==> src/rtl/reg_bank_read_port.sv <==
// Register bank with a registered, ack-handshaked read port; 1-cycle read latency, response held until RdAck.
// RdReady is low while a response is outstanding. Define RD_WRITE_BYPASS_EN to forward same-cycle write data to a read.
module reg_bank_read_port #(
  parameter int WIDTH  = 32,
  parameter int DEPTH  = 8,
  parameter int ADDR_W = 3
) (
  input  logic              clk,
  input  logic              Reset,
  input  logic              WE,
  input  logic [ADDR_W-1:0] WAddr,
  input  logic [WIDTH-1:0]  nBitIn,
  input  logic              RdReq,
  input  logic [ADDR_W-1:0] RdAddr,
  output logic              RdReady,
  output logic              RdValid,
  output logic [WIDTH-1:0]  RdData,
  input  logic              RdAck
);

  generate
    if (DEPTH != 2**ADDR_W) begin : g_bad_depth
      $error("reg_bank_read_port: DEPTH must equal 2**ADDR_W");
    end
  endgenerate

  typedef enum logic {IDLE, RESP} state_t;

  state_t           state;
  logic [WIDTH-1:0] mem [DEPTH];
  logic [WIDTH-1:0] rd_word;

`ifdef RD_WRITE_BYPASS_EN
  assign rd_word = (WE && (WAddr == RdAddr)) ? nBitIn : mem[RdAddr];
`else
  // Nonblocking write means this sees the pre-write value on a same-address collision.
  assign rd_word = mem[RdAddr];
`endif

  always_ff @(posedge clk) begin
    if (Reset) begin
      mem     <= '{default: '0};
      state   <= IDLE;
      RdReady <= 1'b1;
      RdValid <= 1'b0;
      RdData  <= '0;
    end else begin
      if (WE) begin
        mem[WAddr] <= nBitIn;
      end
      case (state)
        IDLE: begin
          if (RdReq) begin
            RdData  <= rd_word;
            state   <= RESP;
            RdReady <= 1'b0;
            RdValid <= 1'b1;
          end
        end
        RESP: begin
          // RdData is a snapshot: it is never reloaded here, and RdReq is ignored.
          if (RdAck) begin
            state   <= IDLE;
            RdReady <= 1'b1;
            RdValid <= 1'b0;
          end
        end
        default: begin
          state   <= IDLE;
          RdReady <= 1'b1;
          RdValid <= 1'b0;
        end
      endcase
    end
  end

endmodule

==> config.mk <==
export PLATFORM = sky130hd
export DESIGN_NAME = reg_bank_read_port
export DESIGN_NICKNAME = d
export VERILOG_FILES = /design/src/rtl/reg_bank_read_port.sv
export SDC_FILE = /design/constraint.sdc
export NUM_CORES = 1
export LEC_CHECK = 0
export CAP_MARGIN = 20
export CORE_MARGIN = 1
export CORE_UTILIZATION = 50
export DETAILED_ROUTE_END_ITERATION = 16
export PLACE_DENSITY_LB_ADDON = 0.1
export SETUP_SLACK_MARGIN = 0.2
export SKIP_LAST_GASP = 1
export SLEW_MARGIN = 0
export SYNTH_ARGS = -nofsm -noshare
export SYNTH_HDL_FRONTEND = slang
export SYNTH_SLANG_ARGS = --single-unit
==> constraint.sdc <==
create_clock -name clk -period 2 [get_ports clk]
set_clock_uncertainty 0.2 [all_clocks]
set_input_delay 0.4 -clock clk [delete_from_list [all_inputs] [get_ports clk]]
set_output_delay 0.4 -clock clk [all_outputs]
set_load 0.01 [all_outputs]
# ---- Yosys cells after proc, flatten, opt, wreduce, memory -nomap -nowiden
# Cells that the tools add are included.
# Widths: inputs -> output; s select.
dict set report word_totals {
  ff_bits 291
  in_bits 43
  word_cells 38
}
dict set report classes {
  order_cmp 3
  n_eq_ne 2
  mux 15
  n_bitwise 3
  reduce_logical 3
}
# op n
set op_table {}
lappend op_table {{$bwmux 256} 1}
lappend op_table {{$bmux 32 s3} 1}
lappend op_table {{$demux 32 s3} 1}
lappend op_table {{$mux 32} 3}
lappend op_table {{$ge 4x4->1 const B} 2}
lappend op_table {{$not 3->4} 2}
lappend op_table {{$mux 1} 6}
lappend op_table {{$pmux 1 s2} 3}
lappend op_table {{$lt 4x1->1 const B} 1}
lappend op_table {{$ne 2x2->1 const B} 2}
lappend op_table {{$reduce_and 2->1} 2}
lappend op_table {{$logic_and 1x1->1} 1}
lappend op_table {{$not 1->1} 1}

# ---- Depth between registers and ports, before layout
# Gate-level depths: netlist of the first run.
dict set report logic_depth {
  depth_word 6
  mapped_depth 6
}

# ---- Worst setup path before layout of the first run
# OpenSTA, ideal clock, no wires.
dict set report synth_path {
  kind {in2reg}
  start {input WAddr[2]}
  end {register mem[85] in the netlist's numbering}
  setup_time_ps 70
  arrival_time_ps 1299
  required_ps 1730
  slack_ps 431
  stages 6
  path_cell_list {buf_2 -> nor2b_1 -> nand3_1 -> clkbuf_1 -> nand2_1 -> a21oi_1}
}
dict set report synth_between {
  elab_chain_cells 6
}
# item line
set synth_rtl {}
lappend synth_rtl {{start: declaration} 11} ;# input logic [ADDR_W-1:0] WAddr,
lappend synth_rtl {{$not 3->4 (implied by the code) (*)} 49} ;# mem[WAddr] <= nBitIn;
lappend synth_rtl {{$ge 4x4->1 (implied by the code) / $lt 4x1->1 (equally long branches)} 49}
lappend synth_rtl {{$logic_and 1x1->1 (implied by the code)} 49}
lappend synth_rtl {{$mux 32 (implied by the code)} 49}
lappend synth_rtl {{$demux 32 s3 (*)} 49}
lappend synth_rtl {{$bwmux 256 (*)} 49}
lappend synth_rtl {{end signal: indexed assignment} 49}
lappend synth_rtl {{end: declaration} 30} ;# logic [WIDTH-1:0] mem [DEPTH];
# Mark *: on every way between the ends. The rest lies on a longest branch, timed or not.
# A chain may end at the register's enable or synchronous reset.

# ---- Worst setup path after layout of the first run
dict set report layout_path {
  start {register RdData[31]}
  end {output RdData[31]}
}
# item line
set layout_lines {}
lappend layout_lines {{start: declaration} 17} ;# output logic [WIDTH-1:0] RdData,
lappend layout_lines {{start signal: assignment} 54} ;# RdData <= rd_word;
# No word-level cell between the ends.

==> results of run 1 <==
[cell families after synthesis]
family,after synthesis,synth area share
simple gates,610,0.196
compound gates,356,0.160
flops,291,0.480
buf+inv,150,0.0584
mux,128,0.106
[flip-flops by register name (all words and copies together), names as in the netlist]
register,cells
mem,256
RdReady,1
RdData,32
state,1
RdValid,1
[cell type report]
type / count / area (um^2)
tap: 319 / 399
clock buffer: 45 / 908
clock inverter: 11 / 180
timing repair buffer: 145 / 1700
sequential: 291 / 5830
multi-input combinational: 1094 / 5710
fill: 2084 / 8880
[per-layer routing]
| metal | vias up | global-route usage | routed length (um) |
|---|---|---|---|
| met5 | - | 0 | 13 |
| met4 | 2 | 0.0606 | 489 |
| met3 | 52 | 0.0323 | 2100 |
| met2 | 297 | 0.486 | 16700 |
| met1 | 4981 | 0.378 | 15200 |
| li1 | 5155 | - | - |
[path summary, 6_finish.rpt]
path	from	to	cells after the start
worst max-delay path	RdData[31]	RdData[31]	1
worst min-delay path	Reset	mem[84]	2
worst min register to register	mem[194]	mem[194]	2
worst max register to register	state	RdData[28]	4
[metrics by stage]
step                      power (mW)  hold slack (ps)  setup TNS, ps
after floorplan                 6.91              236              0
after global placement          7.49              241         -25270
after detailed placement        7.51              246         -30120
after CTS                       13.5              122              0
after global routing            13.8              135              0
final                           13.4              126              0
[power by group]
group	internal (mW)	switching, mW
combinational	0.537	0.758
sequential	5.97	0.0880
clock	3.76	2.31
[cells in the final DEF, fill, tap and decap left out, drive strengths merged]
cell type	count
bufinv	5
a21oi	290
o21bai	1
and2	1
nor3	34
nand2	518
clkdlybuf4s15	10
nand2b	4
o21ai	1
nand4	1
clkbuf	47
dfxtp	291
clkinv	6
nand3	4
a22oi	64
mux2i	128
buf	70
clkdlybuf4s50	40
nor2	42
nor2b	6
dlygate4sd2	23
[what timing repair did]
action	4_1_cts	5_1_grt
setup endpoints to repair	34	9
buffers inserted	0	0
gates resized for setup	41	9
==> out/qor.yml, run 1 <==
status:
  outcome: "completed"
cts:
  postCtsHoldBufs: 0
  cts_tree: "done"
  htreeDepth: 1
  insertion_delay_ps: 550
  clk_pin_slew_ps: 60
  clock_path_buffers: 3
  clock-sinks: 291
  root_buffer: "clkbuf_16"
  cts_buffers: 30
worst_setup_path:
  worstPathRequired_ps: 1400
  worstPathArrival_ps: 1180
  path_max_fanout: 2
  r2r_slack_ps: 580
  path_delay_family: "flip-flops"
  setup.worst_path.class: "flop to output port"
  cp_cell_sequence: "dlygate4sd2_1"
  startpoint_type: "flop"
  cp_num_buf_inv: 1
  cp-end-kind: "output port"
  max_stage_delay_ps: 360
  worst_path_max_delay_cell: "dfxtp_2"
placed_design:
  port_buffers: 76
  dp_slack_ps: -182
  placed_area_um2: 13700
  dp_hpwl_um: 19800
  place.gp.congestion: 0.783
  placedCellCount: 1849
die:
  std_cell_rows: 56
  dieArea_um2: 24900
  dieHeight_um: 158
  initial_utilization: 0.514
  die_x_um: 158
  io_pins: 77
  core-area_um2: 23600
power:
  leakagePower_nw: 5.43
  peakVddDrop_v: 0.000596
  cellPowerDensity_nw_per_um2: 911
synthesis:
  synthFlopType: "dfxtp_1"
  synth_most_common_cell: "nand2_1"
  synth_cell_types: 19
  synth.avg_cell_area_um2: 7.91
  netlist_top_cells_count: "nand2_1 (518), dfxtp_1 (291), a21oi_1 (290)"
  synthCells: 1535
  synth_area_um2: 12100
  synth_top_area_cell: "dfxtp_1"
  syn-num-nets: 1578
  ys_seq_area_frac: 0.480
  synth.yosys.warnings: 0
  synth.top_cell.area_share: 0.480
  synth-seq-cells: 291
  synth_edf_count: 0
  yosys-top-cells-area: "dfxtp_1 (48%), nand2_1 (16%), a21oi_1 (12%)"
  async_flop_share: 0
sta:
  worst_slack_ps: 216
  finalHoldViolCount: 0
  setup_viol: 0
  worst_pin_slew_ps: 422
  maxSlewViolCount: 0
  finalCriticalPeriod_ps: 1780
  max-slew-margin-rel: 0.719
  finalCritPeriodShare: 0.892
  clock.fmax_mhz: 561
  rsz0062_at_grt: "true"
grt:
  grt_start_max_net_pins: 43
  grt_usage: 0.282
  grt_remaining_overflow: 0
  grt_pass1_wl_um: 54500
  antenna_found_initial: 1
  grt_pass1_vias: 9776
route:
  first_pass_iters: 5
  drc_errors: 0
  vias: 10500
  drt_iter0_markers: 909
  viasPerCell: 5.50
  ant_nets: 0
  routedWlPerCell_um: 18.1
  totalWireLength_um: 34500
final_layout:
  finalNonFillerCells: 1905
  synthToLayoutAreaGrowth_pct: 21.3
  finish.instance_area_um2: 14700
  drive_above_1_share: 0.0895
  antennaDiodeCount: 0
  fin_nets: 1605
  final_util: 0.624
min_path:
  min_path_type: "input port to flop"
flow_run:
  cap_violations: 0
Note: power is estimated with default switching activity, not from simulation.
==> run 2: changes to the inputs <==
--- a/config.mk
+++ b/config.mk
@@ -9,7 +9,8 @@
 export CORE_MARGIN = 1
 export CORE_UTILIZATION = 50
 export DETAILED_ROUTE_END_ITERATION = 16
-export PLACE_DENSITY_LB_ADDON = 0.1
+export GPL_TIMING_DRIVEN = 0
+export PLACE_DENSITY_LB_ADDON = 0.05
 export SETUP_SLACK_MARGIN = 0.2
 export SKIP_LAST_GASP = 1
 export SLEW_MARGIN = 0
==> run 2 against run 1 <==
First-iteration DRC count up 19%. Sequential power about the same. Critical path depth unchanged. Worst setup slack better by 7.4 ps. Largest cell class unchanged. Highest routed layer is now met4.
==> out/qor.yml, run 2 (synthesis gave the netlist of run 1 again) <==
status:
  outcome: "completed"
route:
  drc_errors: 0
  dr_wl_met3_um: 2940
  routedWlPerCell_um: 19.9
  viasPerCell: 5.63
  vias: 11100
  dr.max_layer_used: "met4"
  dr_wl_met2_um: 18300
  totalWireLength_um: 39400
  first_pass_iters: 6
  ant_nets: 0
  drt_iter0_markers: 1078
  met1_length_um: 17300
min_path:
  min_delay_path_depth: 3
  whs_endpoint: "mem[128]"
  worst_hold_startpoint: "nBitIn[0]"
  min_path_type: "input port to flop"
worst_setup_path:
  cp-end-kind: "output port"
  path_max_fanout: 2
  cp_cell_sequence: "clkdlybuf4s15_2"
  worstPathArrival_ps: 1180
  startpoint_type: "flop"
  r2r_cells: 4
  path_delay_family: "flip-flops"
  r2r_slack_ps: 380
  max_stage_delay_ps: 380
  worstPathRequired_ps: 1400
  worst_path_max_delay_cell: "dfxtp_1"
  reg2reg_to: "RdData[13]"
  setup.worst_path.class: "flop to output port"
  cp_num_buf_inv: 1
  r2r-start: "state"
cts:
  root_buffer: "clkbuf_16"
  cts_buffers: 31
  htreeDepth: 1
  clk_pin_slew_ps: 60
  cts_tree: "done"
  clock-sinks: 291
  clock_path_buffers: 3
  insertion_delay_ps: 550
final_layout:
  final_util: 0.610
  antennaDiodeCount: 0
  regMostFlops: "mem"
  largest_reg_flops: 256
  finish.instance_area_um2: 14400
  top_regs: "mem x256, RdData x32"
  regArea_um2: 5830
  multiInputGateArea_um2: 5670
  nFillCells: 2194
  synthToLayoutAreaGrowth_pct: 18.7
  layout_common_cells: "nand2_1 (517), dfxtp_1 (291), a21oi_1 (290)"
  final_common_cell: "nand2_1"
  finalNonFillerCells: 1980
  drive_above_1_share: 0.107
  fin_nets: 1681
sta:
  max-slew-margin-rel: 0.438
  setup_viol: 0
  finalCritPeriodShare: 0.888
  finalCriticalPeriod_ps: 1780
  worst_pin_slew_ps: 843
  maxSlewViolCount: 0
  worst_slack_ps: 224
  setup_tns_ps: 0
  clock.fmax_mhz: 563
  rsz0062_at_grt: "false"
  hold_ws_ps: 41.3
  finalHoldViolCount: 0
flow_run:
  cap_violations: 0
die:
  core-area_um2: 23600
  dieArea_um2: 24900
  dieHeight_um: 158
  initial_utilization: 0.514
  die_x_um: 158
  io_pins: 77
  std_cell_rows: 56
grt:
  grt_start_max_net_pins: 15
  grt_usage: 0.319
  grt_pass1_vias: 10400
  grt_remaining_overflow: 0
  antenna_found_initial: 0
  grt_pass1_wl_um: 59800
power:
  seq_power_share: 0.465
  intPower_mw: 9.73
  leakagePower_nw: 5.44
  p_clk_frac: 0.436
  p_switching_mw: 3.29
  sw_frac_of_total: 0.253
  cellPowerDensity_nw_per_um2: 904
  combPwrFrac: 0.099
  peakVddDrop_v: 0.000770
  p_total_mw: 13.0
placed_design:
  dp_slack_ps: -748
  placedCellCount: 1894
  port_buffers: 40
  dp_hpwl_um: 26100
  place.gp.congestion: 0.873
  placed_area_um2: 12900
==> run 2: changes by cell type in the layout (fill, tap and decap cells not counted), sizes merged, moves of 2 or more <==
cell           previous run  this run
buf                      70        80
bufinv                    5         1
clkbuf                   47       118
clkdlybuf4s15            10         3
clkdlybuf4s50            40         4
dlygate4sd2              23        30
dlygate4sd3               0        30
dlymetal6s2s              0         2
==> run 2: cell type report <==
type                       count  share of cell area
sequential                   291               0.404
clock buffer                  47              0.0643
multi-input combinational   1094               0.394
timing repair buffer          70              0.0461
tap                          319              0.0277
clock inverter                 9             0.00530
buffer                       150              0.0585
==> run 2: worst max path at each step <==
stage                from         end  slack [ps]  depth (start not counted)
2_1_floorplan    WAddr[2]     mem[85]         430                          6
3_3_place_gp    RdAddr[1]  RdData[28]        -750                          6
3_5_place_dp    RdAddr[1]  RdData[28]        -750                          6
4_1_cts          WAddr[0]    mem[202]         140                          6
5_1_grt        RdData[29]  RdData[29]         200                          1
6_report       RdData[31]  RdData[31]         220                          1
==> run 2: power groups by stage <==
stage	clock, mW	combinational, mW	sequential [mW]
after floorplan	0	0.725	6.19
after global placement	0	1.22	6.17
after detailed placement	0	1.23	6.18
after CTS	5.71	1.26	6.05
after global routing	5.94	1.38	6.06
final	5.68	1.29	6.05
==> run 2: per-layer routing <==
layer | track usage | vias up
met5 | 0 | -
met4 | 0.0897 | 0
met3 | 0.0485 | 66
met2 | 0.526 | 472
met1 | 0.433 | 5298
li1 | - | 5311
==> run 2: what timing repair did <==
item                       in CTS  in global routing
setup buffers                   0                  0
gates resized for setup        86                 53
hold endpoints to repair      234                  0
hold buffers                   30                  0
setup endpoints to repair     266                237
==> run 3: changes to the inputs <==
--- a/config.mk
+++ b/config.mk
@@ -5,6 +5,7 @@
 export SDC_FILE = /design/constraint.sdc
 export NUM_CORES = 1
 export LEC_CHECK = 0
+export ABC_AREA = 1
 export CAP_MARGIN = 20
 export CORE_MARGIN = 1
 export CORE_UTILIZATION = 50
==> run 3 against run 2 <==
Area after synthesis increased by 2.7%. Via count increased by 11%. Sequential cell count unchanged. Critical endpoint is now RdData[3]. Largest cell class unchanged.
==> out/qor.yml, run 3 <==
placed_design:
  dp_hpwl_um: 28400
  place.gp.congestion: 0.886
  placedCellCount: 2169
  port_buffers: 75
die:
  io_pins: 77
  die_x_um: 160
  std_cell_rows: 57
  dieArea_um2: 25600
  core-area_um2: 24400
  initial_utilization: 0.511
  dieHeight_um: 160
grt:
  grt_usage: 0.334
  grt_pass1_wl_um: 65800
  grt_remaining_overflow: 0
  antenna_found_initial: 0
  grt_pass1_vias: 11600
  grt_start_max_net_pins: 14
flow_run:
  cap_violations: 0
final_layout:
  antennaDiodeCount: 0
  layout_common_cells: "dfxtp_1 (291), nand2_1 (291), a21oi_1 (288)"
  regArea_um2: 5830
  synthToLayoutAreaGrowth_pct: 19.4
  finalNonFillerCells: 2228
  multiInputGateArea_um2: 5050
  top_regs: "mem x256, RdData x32"
  drive_above_1_share: 0.0956
  fin_nets: 1924
  largest_reg_flops: 256
  final_util: 0.610
  nFillCells: 2413
  regMostFlops: "mem"
synthesis:
  synthCells: 1770
  synth_compound_area_frac: 0.232
  synth_area_um2: 12500
  yosys-top-cells-area: "dfxtp_1 (47%), o21ai_0 (12%), a21oi_1 (12%)"
  synth.top_cell.area_share: 0.467
  synth_edf_count: 0
  synth-xor-area-share: 0
  synth_most_common_cell: "nand2_1"
  synth_adder_area_share: 0
  synth-seq-cells: 291
  synth_top_area_cell: "dfxtp_1"
  synth-simple-area-share: 0.173
  syn-num-nets: 1813
  synth_cell_types: 18
  synthFlopType: "dfxtp_1"
  netlist_top_cells_count: "nand2_1 (293), dfxtp_1 (291), o21ai_0 (289)"
  async_flop_share: 0
  ys_seq_area_frac: 0.467
  synth.yosys.warnings: 0
  synth.avg_cell_area_um2: 7.04
  synth_mux_area_frac: 0
  synth_top_family_by_area: "compound AO/OA/AOI/OAI gates"
cts:
  root_buffer: "clkbuf_16"
  cts_buffers: 34
  htreeDepth: 2
  insertion_delay_ps: 510
  clock_path_buffers: 3
  clock-sinks: 291
  cts_tree: "done"
  clk_pin_slew_ps: 60
worst_setup_path:
  startpoint: "RdAddr[1]"
  r2r_slack_ps: 370
  startpoint_type: "input port"
  worstPathArrival_ps: 2030
  critPathCapture: "RdData[3]"
  setup.worst_path.class: "input port to flop"
  path_max_fanout: 10
  r2r-start: "state"
  reg2reg_to: "RdData[26]"
  cp-end-kind: "flop"
  r2r_cells: 4
  worstPathRequired_ps: 2240
power:
  p_switching_mw: 3.61
  peakVddDrop_v: 0.000731
  combPwrFrac: 0.115
  seq_power_share: 0.435
  cellPowerDensity_nw_per_um2: 945
  p_total_mw: 14.1
  sw_frac_of_total: 0.257
  leakagePower_nw: 6.29
  intPower_mw: 10.5
  p_clk_frac: 0.451
sta:
  maxSlewViolCount: 0
  finalCritPeriodShare: 0.896
  setup_viol: 0
  max-slew-margin-rel: 0.391
  rsz0062_at_grt: "true"
  hold_ws_ps: 141
  worst_pin_slew_ps: 914
  setup_tns_ps: 0
  finalCriticalPeriod_ps: 1790
  clock.fmax_mhz: 558
  finalHoldViolCount: 0
min_path:
  min_path_type: "input port to flop"
route:
  drc_errors: 0
  viasPerCell: 5.54
  routedWlPerCell_um: 19.1
  vias: 12300
  totalWireLength_um: 42600
  drt_iter0_markers: 1126
  ant_nets: 0
  first_pass_iters: 6
status:
  outcome: "completed"
## run 3: logic make-up (layout without fill, tap and decap cells)
| logic type | Yosys count | after routing |
|---|---|---|
| and+or+nand+nor | 501 | 501 |
| buffers and inverters | 401 | 535 |
| AOI/OAI and AO/OA | 577 | 577 |
| DFF | 291 | 291 |
## run 3: worst min path at each step
stage / start / endpoint / slack [ps] / depth (start not counted)
after global placement: mem[59] / mem[59] / 240 / 2
after floorplan: mem[0] / mem[0] / 230 / 2
final: RdAddr[2] / RdData[17] / 140 / 4
after detailed placement: mem[221] / mem[221] / 240 / 2
after CTS: RdAddr[2] / RdData[17] / 130 / 4
after global routing: RdAddr[2] / RdData[18] / 170 / 4
## run 3: routing by layer
layer	track usage	vias to the layer above	part of all wire	routed length (um)
met1	0.459	5701	0.43	18300
met2	0.514	569	0.44	18700
met3	0.0631	100	0.093	3950
met5	0	-	0	0
met4	0.139	0	0.038	1600
li1	-	5963	-	-
## run 3: area by class of cell
cell class | instances | share of cell area
clock buffer | 50 | 0.0702
buffer | 135 | 0.0508
sequential | 291 | 0.391
tap | 324 | 0.0272
timing repair buffer | 75 | 0.0477
clock inverter | 9 | 0.00639
multi-input combinational | 1078 | 0.339
inverter | 266 | 0.0671
## run 3: per-stage QoR
stage / setup slack, ps / cell area [um^2]
3_3_place_gp: -557 / 13600
6_report: 208 / 14900
2_1_floorplan: 554 / 12500
4_1_cts: 167 / 14800
3_5_place_dp: -607 / 13600
5_1_grt: 159 / 14900
## run 3: repair_timing
action	CTS	global route
setup buffers	0	0
resized for setup	74	84
hold buffers	0	0
setup endpoints to repair	162	217
pin swaps	0	0
## run 3: critical path: stages
cell and delay [ps]:
clkdlybuf4s50_1 480, inv_2 220, clkbuf_2 340, nand3_1 180, nand3_1 130, nand2_1 130
a21oi_1 150
## run 3: power by group through the flow
stage | logic [mW] | registers (mW) | clock network (mW)
floorplan | 0.889 | 6.26 | 0
global placement | 1.56 | 6.23 | 0
detailed placement | 1.58 | 6.24 | 0
CTS | 1.57 | 6.11 | 6.37
global route | 1.77 | 6.13 | 6.60
finish | 1.61 | 6.11 | 6.34
